$ cat src/rtl/tilelink_master_top.sv
// tilelink_master_top
//
// TL-UL master adapter with a single outstanding transaction. A one-cycle
// client request is either passed straight onto the A channel (when the slave
// is ready in the same cycle) or held in request registers until the slave
// accepts it. The adapter then waits for one D beat, captures it and reports
// it back to the client as a one-cycle response pulse.
//
// Ports
//   clk, rst                clock, synchronous active-high reset
//   a_valid_in, a_*_in      client request strobe and fields
//   a_valid, a_ready, a_*   TL A channel (master side)
//   d_valid, d_ready, d_*   TL D channel (master side)
//   busy                    high whenever a transaction is in flight
//   resp_valid              one-cycle pulse after a D beat is accepted
//   resp_opcode/data/error  captured D opcode, data and error status

module tilelink_master_top #(
    parameter int unsigned TL_ADDR_WIDTH   = 64,
    parameter int unsigned TL_DATA_WIDTH   = 64,
    parameter int unsigned TL_STRB_WIDTH   = TL_DATA_WIDTH / 8,
    parameter int unsigned TL_SOURCE_WIDTH = 3,
    parameter int unsigned TL_SINK_WIDTH   = 3,
    parameter int unsigned TL_OPCODE_WIDTH = 3,
    parameter int unsigned TL_PARAM_WIDTH  = 3,
    parameter int unsigned TL_SIZE_WIDTH   = 8
) (
    input  logic                       clk,
    input  logic                       rst,

    // Client request
    input  logic                       a_valid_in,
    input  logic [TL_OPCODE_WIDTH-1:0] a_opcode_in,
    input  logic [TL_PARAM_WIDTH-1:0]  a_param_in,
    input  logic [TL_ADDR_WIDTH-1:0]   a_address_in,
    input  logic [TL_SIZE_WIDTH-1:0]   a_size_in,
    input  logic [TL_STRB_WIDTH-1:0]   a_mask_in,
    input  logic [TL_DATA_WIDTH-1:0]   a_data_in,
    input  logic [TL_SOURCE_WIDTH-1:0] a_source_in,

    // TL A channel
    output logic                       a_valid,
    input  logic                       a_ready,
    output logic [TL_OPCODE_WIDTH-1:0] a_opcode,
    output logic [TL_PARAM_WIDTH-1:0]  a_param,
    output logic [TL_ADDR_WIDTH-1:0]   a_address,
    output logic [TL_SIZE_WIDTH-1:0]   a_size,
    output logic [TL_STRB_WIDTH-1:0]   a_mask,
    output logic [TL_DATA_WIDTH-1:0]   a_data,
    output logic [TL_SOURCE_WIDTH-1:0] a_source,

    // TL D channel
    input  logic                       d_valid,
    output logic                       d_ready,
    input  logic [TL_OPCODE_WIDTH-1:0] d_opcode,
    input  logic [TL_PARAM_WIDTH-1:0]  d_param,
    input  logic [TL_SIZE_WIDTH-1:0]   d_size,
    input  logic [TL_SINK_WIDTH-1:0]   d_sink,
    input  logic [TL_SOURCE_WIDTH-1:0] d_source,
    input  logic [TL_DATA_WIDTH-1:0]   d_data,
    input  logic                       d_error,

    // Client response
    output logic                       busy,
    output logic                       resp_valid,
    output logic [TL_OPCODE_WIDTH-1:0] resp_opcode,
    output logic [TL_DATA_WIDTH-1:0]   resp_data,
    output logic                       resp_error
);

    typedef enum logic [1:0] {
        StIdle  = 2'd0,
        StSendA = 2'd1,
        StWaitD = 2'd2
    } state_e;

    state_e                     state_q;

    logic [TL_OPCODE_WIDTH-1:0] req_opcode_q;
    logic [TL_PARAM_WIDTH-1:0]  req_param_q;
    logic [TL_ADDR_WIDTH-1:0]   req_address_q;
    logic [TL_SIZE_WIDTH-1:0]   req_size_q;
    logic [TL_STRB_WIDTH-1:0]   req_mask_q;
    logic [TL_DATA_WIDTH-1:0]   req_data_q;
    logic [TL_SOURCE_WIDTH-1:0] req_source_q;

    logic                       resp_valid_q;
    logic [TL_OPCODE_WIDTH-1:0] resp_opcode_q;
    logic [TL_DATA_WIDTH-1:0]   resp_data_q;
    logic                       resp_error_q;

    // D-channel fields the client does not need.
    logic unused_d_fields;
    assign unused_d_fields = ^{d_param, d_size, d_sink};

    // State, request registers and registered response outputs.
    always_ff @(posedge clk) begin
        if (rst) begin
            state_q       <= StIdle;
            req_opcode_q  <= '0;
            req_param_q   <= '0;
            req_address_q <= '0;
            req_size_q    <= '0;
            req_mask_q    <= '0;
            req_data_q    <= '0;
            req_source_q  <= '0;
            resp_valid_q  <= 1'b0;
            resp_opcode_q <= '0;
            resp_data_q   <= '0;
            resp_error_q  <= 1'b0;
        end else begin
            resp_valid_q <= 1'b0;
            unique case (state_q)
                StIdle: begin
                    if (a_valid_in) begin
                        req_opcode_q  <= a_opcode_in;
                        req_param_q   <= a_param_in;
                        req_address_q <= a_address_in;
                        req_size_q    <= a_size_in;
                        req_mask_q    <= a_mask_in;
                        req_data_q    <= a_data_in;
                        req_source_q  <= a_source_in;
                        // Same-cycle handshake skips the SEND_A hold state.
                        state_q       <= a_ready ? StWaitD : StSendA;
                    end
                end
                StSendA: begin
                    if (a_ready) begin
                        state_q <= StWaitD;
                    end
                end
                StWaitD: begin
                    if (d_valid) begin
                        resp_valid_q  <= 1'b1;
                        resp_opcode_q <= d_opcode;
                        resp_data_q   <= d_data;
                        // A response routed to the wrong source is reported as an error.
                        resp_error_q  <= d_error | (d_source != req_source_q);
                        state_q       <= StIdle;
                    end
                end
                default: state_q <= StIdle;
            endcase
        end
    end

    // Channel handshakes and A fields decoded from the current state.
    always_comb begin
        a_valid   = 1'b0;
        d_ready   = 1'b0;
        a_opcode  = req_opcode_q;
        a_param   = req_param_q;
        a_address = req_address_q;
        a_size    = req_size_q;
        a_mask    = req_mask_q;
        a_data    = req_data_q;
        a_source  = req_source_q;
        unique case (state_q)
            StIdle: begin
                // Zero-latency bypass of the client request onto A.
                a_valid   = a_valid_in & ~rst;
                a_opcode  = a_opcode_in;
                a_param   = a_param_in;
                a_address = a_address_in;
                a_size    = a_size_in;
                a_mask    = a_mask_in;
                a_data    = a_data_in;
                a_source  = a_source_in;
            end
            StSendA: a_valid = 1'b1;
            StWaitD: d_ready = 1'b1;
            default: ;
        endcase
    end

    assign busy        = (state_q != StIdle);
    assign resp_valid  = resp_valid_q;
    assign resp_opcode = resp_opcode_q;
    assign resp_data   = resp_data_q;
    assign resp_error  = resp_error_q;

endmodule

$ cat config.mk
export PLATFORM = sky130hd
export DESIGN_NAME = tilelink_master_top
export DESIGN_NICKNAME = d
export VERILOG_FILES = /design/src/rtl/tilelink_master_top.sv
export SDC_FILE = /design/constraint.sdc
export NUM_CORES = 1
export LEC_CHECK = 0
export CORE_AREA = 2 2 231 119
export DETAILED_ROUTE_END_ITERATION = 16
export DIE_AREA = 0 0 233 121
export PLACE_DENSITY = 0.77
export SYNTH_ARGS = -nofsm -noshare
export SYNTH_HDL_FRONTEND = slang
export SYNTH_SLANG_ARGS = --single-unit
export TNS_END_PERCENT = 50
$ cat constraint.sdc
create_clock -name clk -period 1.81 [get_ports clk]
set_clock_uncertainty 0.2 [all_clocks]
set_input_delay 0.362 -clock clk [delete_from_list [all_inputs] [get_ports clk]]
set_output_delay 0.362 -clock clk [all_outputs]
set_load 0.05 [all_outputs]
==> key figures, run 1 <==
Route
  – 1st-iter DRT viols: 574
  – Post-Route WL: 33150 µm
  – Drt pass-1 iters: 5
  – Post-DRT Antenna Nets: 0
  – Avg Vias per Cell: 4.808
  – Routed vias: 9433
  – Wirelength per Cell: 16.90 µm
  – DRC errors left: 0

STA
  – Final WS setup: -0.6837 ns
  – Setup Viol. Count Final: 156
  – Achievable Freq: 0.4010 GHz
  – Pins Over Slew Limit: 0
  – Crit share post-route: 137.8%
  – Worst slew pin tran: 0.5745 ns
  – Worst rel slew slack: 61.70%
  – RSZ-0062 raised after global routing: true
  – TNS Setup: -94.73 ns
  – Hold Violations, Final: 0
  – Final min period: 2.494 ns

Logic synthesis
  – Cells after synthesis: 1152
  – EDFF count, synth: 0
  – Most common flop cell mapped by yosys: dfxtp_1
  – Yosys warning count: 0
  – Register area share after synthesis: 46.72%
  – Mapped cell area: 9598 µm²
  – Syn Area/Cell: 8.332 µm²
  – Synth top area cells: dfxtp_1 (47%), mux2_2 (18%), nand2_1 (17%), a21oi_1 (12%), buf_2 (2.3%)
  – Asr flop ratio synth: 0%
  – Synth Register Bits: 224
  – Unique masters post-synth: 20
  – Synthesized Nets: 1395
  – Synth top area share: 46.72%
  – Post-synth top area cell: dfxtp_1

Placed design
  – Placed inst area: 14840 µm²
  – Post-Place Worst Slack: -0.2715 ns
  – Hpwl dp: 23650 µm
  – Port Buf Inserts: 453
  – GPL Wtd Cong: 0.8131

Clock tree
  – CTS tree: built
  – Clock latency on the worst-skew pair: 0.51 ns
  – Clock Sinks: 224
  – Clock buffer depth: 3
  – Root Driver: clkbuf_16
  – Worst-path clk slew: 0.06 ns
  – CTS buffer count: 22
  – CTS H-tree depth: 1

Global route
  – Global Route Usage Sum: 22.65%
  – Pin count of the biggest net entering global routing: 114
  – Global-route wire length before repair: 50440 µm
  – Vias in the first global route: 9300
  – Grt ovf: 0
  – Initial antenna violation count: 1

Floorplan
  – Die width: 233 µm
  – Core ar.: 26120 µm²
  – I/O pins: 468
  – Die Area: 28190 µm²
  – Chip height: 121 µm
  – Initial core utilization: 36.75%
  – Row cnt: 42

Final layout
  – Fin area: 15810 µm²
  – Final Net Count: 1838
  – Area growth syn-to-layout: 64.74%
  – Fillers: 2235
  – Fraction of layout cells with a size suffix above 1: 29.71%

Critical path
  – WS Path Type: flip-flop to output pin
  – Crit path DAT: 1.93 ns
  – Critical path data required time: 1.25 ns
  – CP startpoint kind: flip-flop
  – CP Capture Type: output pin
  – CP max FO: 19
  – Reg2Reg Setup Slack: 0.09 ns

Pwr
  – Static Leak: 6.679 nW
  – VDD IR max: 0.0006902 V
  – Power per Cell Area: 914.5 nW/µm²

Outcome
  – Status: complete, but fails checks
  – Failing checks: setup timing

Flow run
  – Max Cap Viol: 0

Worst hold path
  – Worst min path class: input pin to flip-flop
==> synthesized netlist by cell type (all sizes together), types with 2 or more instances <==
cell type  number
nand2         440
dfxtp         224
a21oi         222
mux2          153
buf            61
clkbuf         31
nor2            5
inv             3
xor2            3
nor4            2
o21ai           2
==> sequential cells by signal, indices dropped and copies added, names as in the netlist, 3 cells and up <==
| name | flops |
|---|---|
| req_size_q | 8 |
| resp_opcode | 3 |
| resp_data | 64 |
| req_mask_q | 8 |
| req_address_q | 64 |
| req_source_q | 3 |
| req_data_q | 64 |
| req_param_q | 3 |
| req_opcode_q | 3 |
==> cells in the final DEF (no fill, tap or decap), types with 2 or more instances in the layout <==
| cell type | n |
|---|---|
| clkdlybuf4s50_1 | 227 |
| buf_4 | 187 |
| clkinv_2 | 3 |
| nor4_1 | 2 |
| dfxtp_1 | 222 |
| a21oi_1 | 221 |
| clkbuf_8 | 6 |
| inv_1 | 3 |
| o21ai_0 | 2 |
| dfxtp_2 | 2 |
| buf_12 | 51 |
| clkbuf_16 | 24 |
| mux2_4 | 83 |
| xor2_1 | 3 |
| mux2_2 | 70 |
| buf_6 | 44 |
| nor2_1 | 3 |
| clkbuf_1 | 5 |
| nand2_1 | 440 |
==> area by class of cell <==
cell class,count,area (µm²),share of cell area [%]
Timing Repair Buffer,511,5228,33.06
Multi-Input combinational cell,833,4942,31.26
Sequential cell,224,4487,28.38
Clock buffer,34,676.9,4.281
Tap cell,352,440.4,2.785
Clock inverter,4,23.77,0.1504
Inverter,3,11.26,0.07122
Antenna cell,1,2.502,0.01583
==> per-layer routing <==
metal	GRT usage (%)	part of all wire [%]	vias up
li1	-	-	4679
met1	27.41	41	4442
met2	39.64	50	231
met3	4.370	4.8	81
met4	9.236	3.9	0
met5	0	0	-
==> report_power, final <==
part | leakage, nW | switching (mW) | internal, mW
sequential | 1.83 | 0.135 | 5.19
combinational | 4.50 | 2.61 | 1.97
clock | 0.348 | 1.99 | 2.57
total | 6.68 | 4.73 | 9.73
==> cell families (layout without fill, tap and decap cells) <==
logic type / Yosys count / after routing / synth area share, %
flip-flops: 224 / 224 / 46.72
AND/OR/NAND/NOR: 452 / 452 / 18.02
multiplexers: 153 / 153 / 17.95
other: 0 / 1 / 0
buffers and inverters: 95 / 552 / 5.267
XOR/XNOR: 3 / 3 / 0.2738
AO/OA/AOI/OAI: 225 / 225 / 11.77
==> path summary, 6_finish.rpt <==
check / startpoint / depth (start not counted) / end
worst min-delay path: rst / 3 / state_q[1]
worst min register to register: req_address_q[37] / 2 / req_address_q[37]
worst max-delay path: state_q[0] / 5 / a_data[32]
worst max register to register: state_q[0] / 5 / req_data_q[13]
==> what timing repair did <==
action                                  4_1_cts  5_1_grt
hold buffers                                  1        0
buffers inserted                              1        1
endpoints found under the hold margin         1        0
cloned                                        0        1
endpoints found under the setup margin      156      156
resized for setup                            51        8
==> worst max-delay path, stage by stage, from the launching register on <==
cell	delay, ns
dfxtp_2	0.33
nor2_4	0.15
buf_12	0.17
buf_12	0.18
mux2_2	0.38
buf_4	0.20
==> metrics by stage <==
step	utilization [%]	instances	hold WS, ns	power, mW
after global placement	56.83	1919	0.2402	9.844
after CTS	60.29	1959	0.1682	14.58
final	60.54	1962	0.1512	14.46
after global routing	60.54	1962	0.1779	15.06
after floorplan	-	1152	0.2338	8.182
after detailed placement	56.83	1919	0.2456	9.884
Power figures use the tool's default switching activity.
==> run 2: changes to the inputs <==
Settings changed: SKIP_LAST_GASP set to 1.
==> key figures, run 2 (synthesis results as in run 1) <==
STA
  – Crit share post-route: 138.2% (was 137.8%)
  – Hold Slack: 0.1608 ns (was 0.1512 ns)
  – Worst slew pin tran: 0.5847 ns (was 0.5745 ns)
  – Final min period: 2.502 ns (was 2.494 ns)
  – RSZ-0062 raised after global routing: true (unchanged)
  – Setup Viol. Count Final: 156 (unchanged)
  – Pins Over Slew Limit: 0 (unchanged)
  – Final WS setup: -0.6918 ns (was -0.6837 ns)
  – Worst rel slew slack: 61.02% (was 61.70%)
  – Achievable Freq: 0.3997 GHz (was 0.4010 GHz)
  – Hold Violations, Final: 0 (unchanged)

Route
  – 1st-iter DRT viols: 572 (was 574)
  – Avg Vias per Cell: 4.777 (was 4.808)
  – Post-Route WL: 32620 µm (was 33150 µm)
  – Post-DRT Antenna Nets: 0 (unchanged)
  – Routed vias: 9368 (was 9433)
  – Drt pass-1 iters: 4 (was 5)
  – Wirelength per Cell: 16.64 µm (was 16.90 µm)
  – DRC errors left: 0 (unchanged)

Critical path
  – Cell Chain, Critical Path: nor2_4 -> buf_4 -> buf_12 -> mux2_2 -> buf_4 (was nor2_4 -> buf_12 -> buf_12 -> mux2_2 -> buf_4)
  – Largest delay share family, worst path: buffers and inverters (unchanged)
  – Critical path data required time: 1.25 ns (about the same)
  – Slowest-stage cell, CP: mux2_2 (unchanged)
  – Crit path DAT: 1.94 ns (was 1.93 ns)
  – WS Path Type: flip-flop to output pin (unchanged)
  – Crit-path max cell delay: 0.36 ns (was 0.38 ns)
  – CP Capture Type: output pin (unchanged)
  – CP max FO: 9 (was 19)
  – Buffers & Inverters on Critical Path: 3 (unchanged)
  – Cell mode on critical path: buf_4 (was buf_12)
  – CP startpoint kind: flip-flop (unchanged)

Outcome
  – Status: complete, but fails checks (unchanged)
  – Failing checks: setup timing (unchanged)

Floorplan
  – Row cnt: 42 (unchanged)
  – Die width: 233 µm (unchanged)
  – I/O pins: 468 (unchanged)
  – Core ar.: 26120 µm² (unchanged)
  – Chip height: 121 µm (unchanged)
  – Initial core utilization: 36.75% (unchanged)
  – Die Area: 28190 µm² (unchanged)

Clock tree
  – Root Driver: clkbuf_16 (unchanged)
  – Worst-path clk slew: 0.07 ns (was 0.06 ns)
  – CTS H-tree depth: 1 (unchanged)
  – Clock Sinks: 224 (unchanged)
  – Clock latency on the worst-skew pair: 0.51 ns (about the same)
  – Clock buffer depth: 3 (unchanged)
  – CTS buffer count: 22 (unchanged)
  – CTS tree: built (unchanged)

Placed design
  – GPL Wtd Cong: 0.8131 (unchanged)
  – Post-Place Worst Slack: -0.2715 ns (unchanged)
  – Port Buf Inserts: 453 (unchanged)
  – Hpwl dp: 23650 µm (unchanged)

Global route
  – Initial antenna violation count: 1 (unchanged)
  – Global-route wire length before repair: 49820 µm (was 50440 µm)
  – Global Route Usage Sum: 22.39% (was 22.65%)
  – Pin count of the biggest net entering global routing: 114 (unchanged)
  – Grt ovf: 0 (unchanged)
  – Vias in the first global route: 9201 (was 9300)

Flow run
  – Max Cap Viol: 0 (unchanged)

Final layout
  – Fraction of layout cells with a size suffix above 1: 29.42% (was 29.71%)
  – Commonest non-fill, non-tap cell in the layout: nand2_1 (unchanged)
  – Area growth syn-to-layout: 62.44% (was 64.74%)
  – Final Net Count: 1837 (was 1838)
  – Commonest non-fill, non-tap cells in the layout: nand2_1 (440), buf_4 (228), clkdlybuf4s50_1 (227) (was nand2_1 (440), clkdlybuf4s50_1 (227), dfxtp_1 (222))

Pwr
  – Static Leak: 6.574 nW (was 6.679 nW)
  – Power per Cell Area: 919.6 nW/µm² (was 914.5 nW/µm²)
  – VDD IR max: 0.0006931 V (was 0.0006902 V)

Worst hold path
  – Worst min path class: input pin to flip-flop (unchanged)
[run 2: worst register-to-register path, cell delays in order (launching register included)]
cell and delay [ns]:
dfxtp_1 0.33, buf_4 0.17, or3b_4 0.47, buf_12 0.22, nand2_1 0.13, a21oi_1 0.07
[run 2: repair_timing]
action                     CTS  global route
resized for setup            0             1
gates cloned                 0             1
hold endpoints to repair     1             0
setup endpoints to repair  156           156
setup buffers                1             0
hold buffers                 1             0
[run 2: where the power goes]
group	total [mW]	leakage (nW)	switching [mW]	internal [mW]
combinational	4.46	4.39	2.57	1.89
sequential	5.33	1.83	0.133	5.19
clock	4.55	0.348	1.98	2.57
total	14.3	6.57	4.69	9.65
[run 2: layer usage]
layer	wire (µm)	part of all wire (%)	up-vias	GRT usage, %
met1	13440	41	4377	27.10
li1	-	-	4678	-
met3	1551	4.8	79	4.347
met5	0	0	-	0
met2	16410	50	234	39.30
met4	1223	3.7	0	8.758
[run 2: final cells by class]
cell class | instances | area (µm²)
fillers | 2260 | 10530
repair buffers | 510 | 5062
multi-input cells | 833 | 4890
flip-flops and latches | 224 | 4484
clock buffers | 34 | 676.9
well taps | 352 | 440.4
clock inverters | 4 | 23.77
inverters | 3 | 11.26
diodes | 1 | 2.502
[run 2: stage by stage]
step           TNS (ns)  utilization, %  std cells  power (mW)  cell area, µm²
2_1_floorplan    -7.844               -       1152       8.182            9950
3_3_place_gp     -51.14           56.83       1919       9.844           14840
3_5_place_dp     -53.30           56.83       1919       9.884           14840
4_1_cts         -102.97           59.58       1959       14.49           15560
5_1_grt         -108.71           59.70       1961       14.94           15590
6_report         -96.93           59.70       1961       14.34           15590
[run 2: worst paths after layout]
path	to	start	cells past startpoint	slack [ns]
max	a_param[2]	state_q[0]	5	-0.69
max reg2reg	req_data_q[8]	state_q[1]	5	0.09
min reg2reg	req_mask_q[4]	req_mask_q[4]	2	0.25
min	req_address_q[40]	rst	3	0.16
==> run 3: changes to the inputs <==
Settings changed: ABC_AREA set to 0.
==> results of run 3 <==
The final DEF is identical to that of run 2; final timing and power are the same.
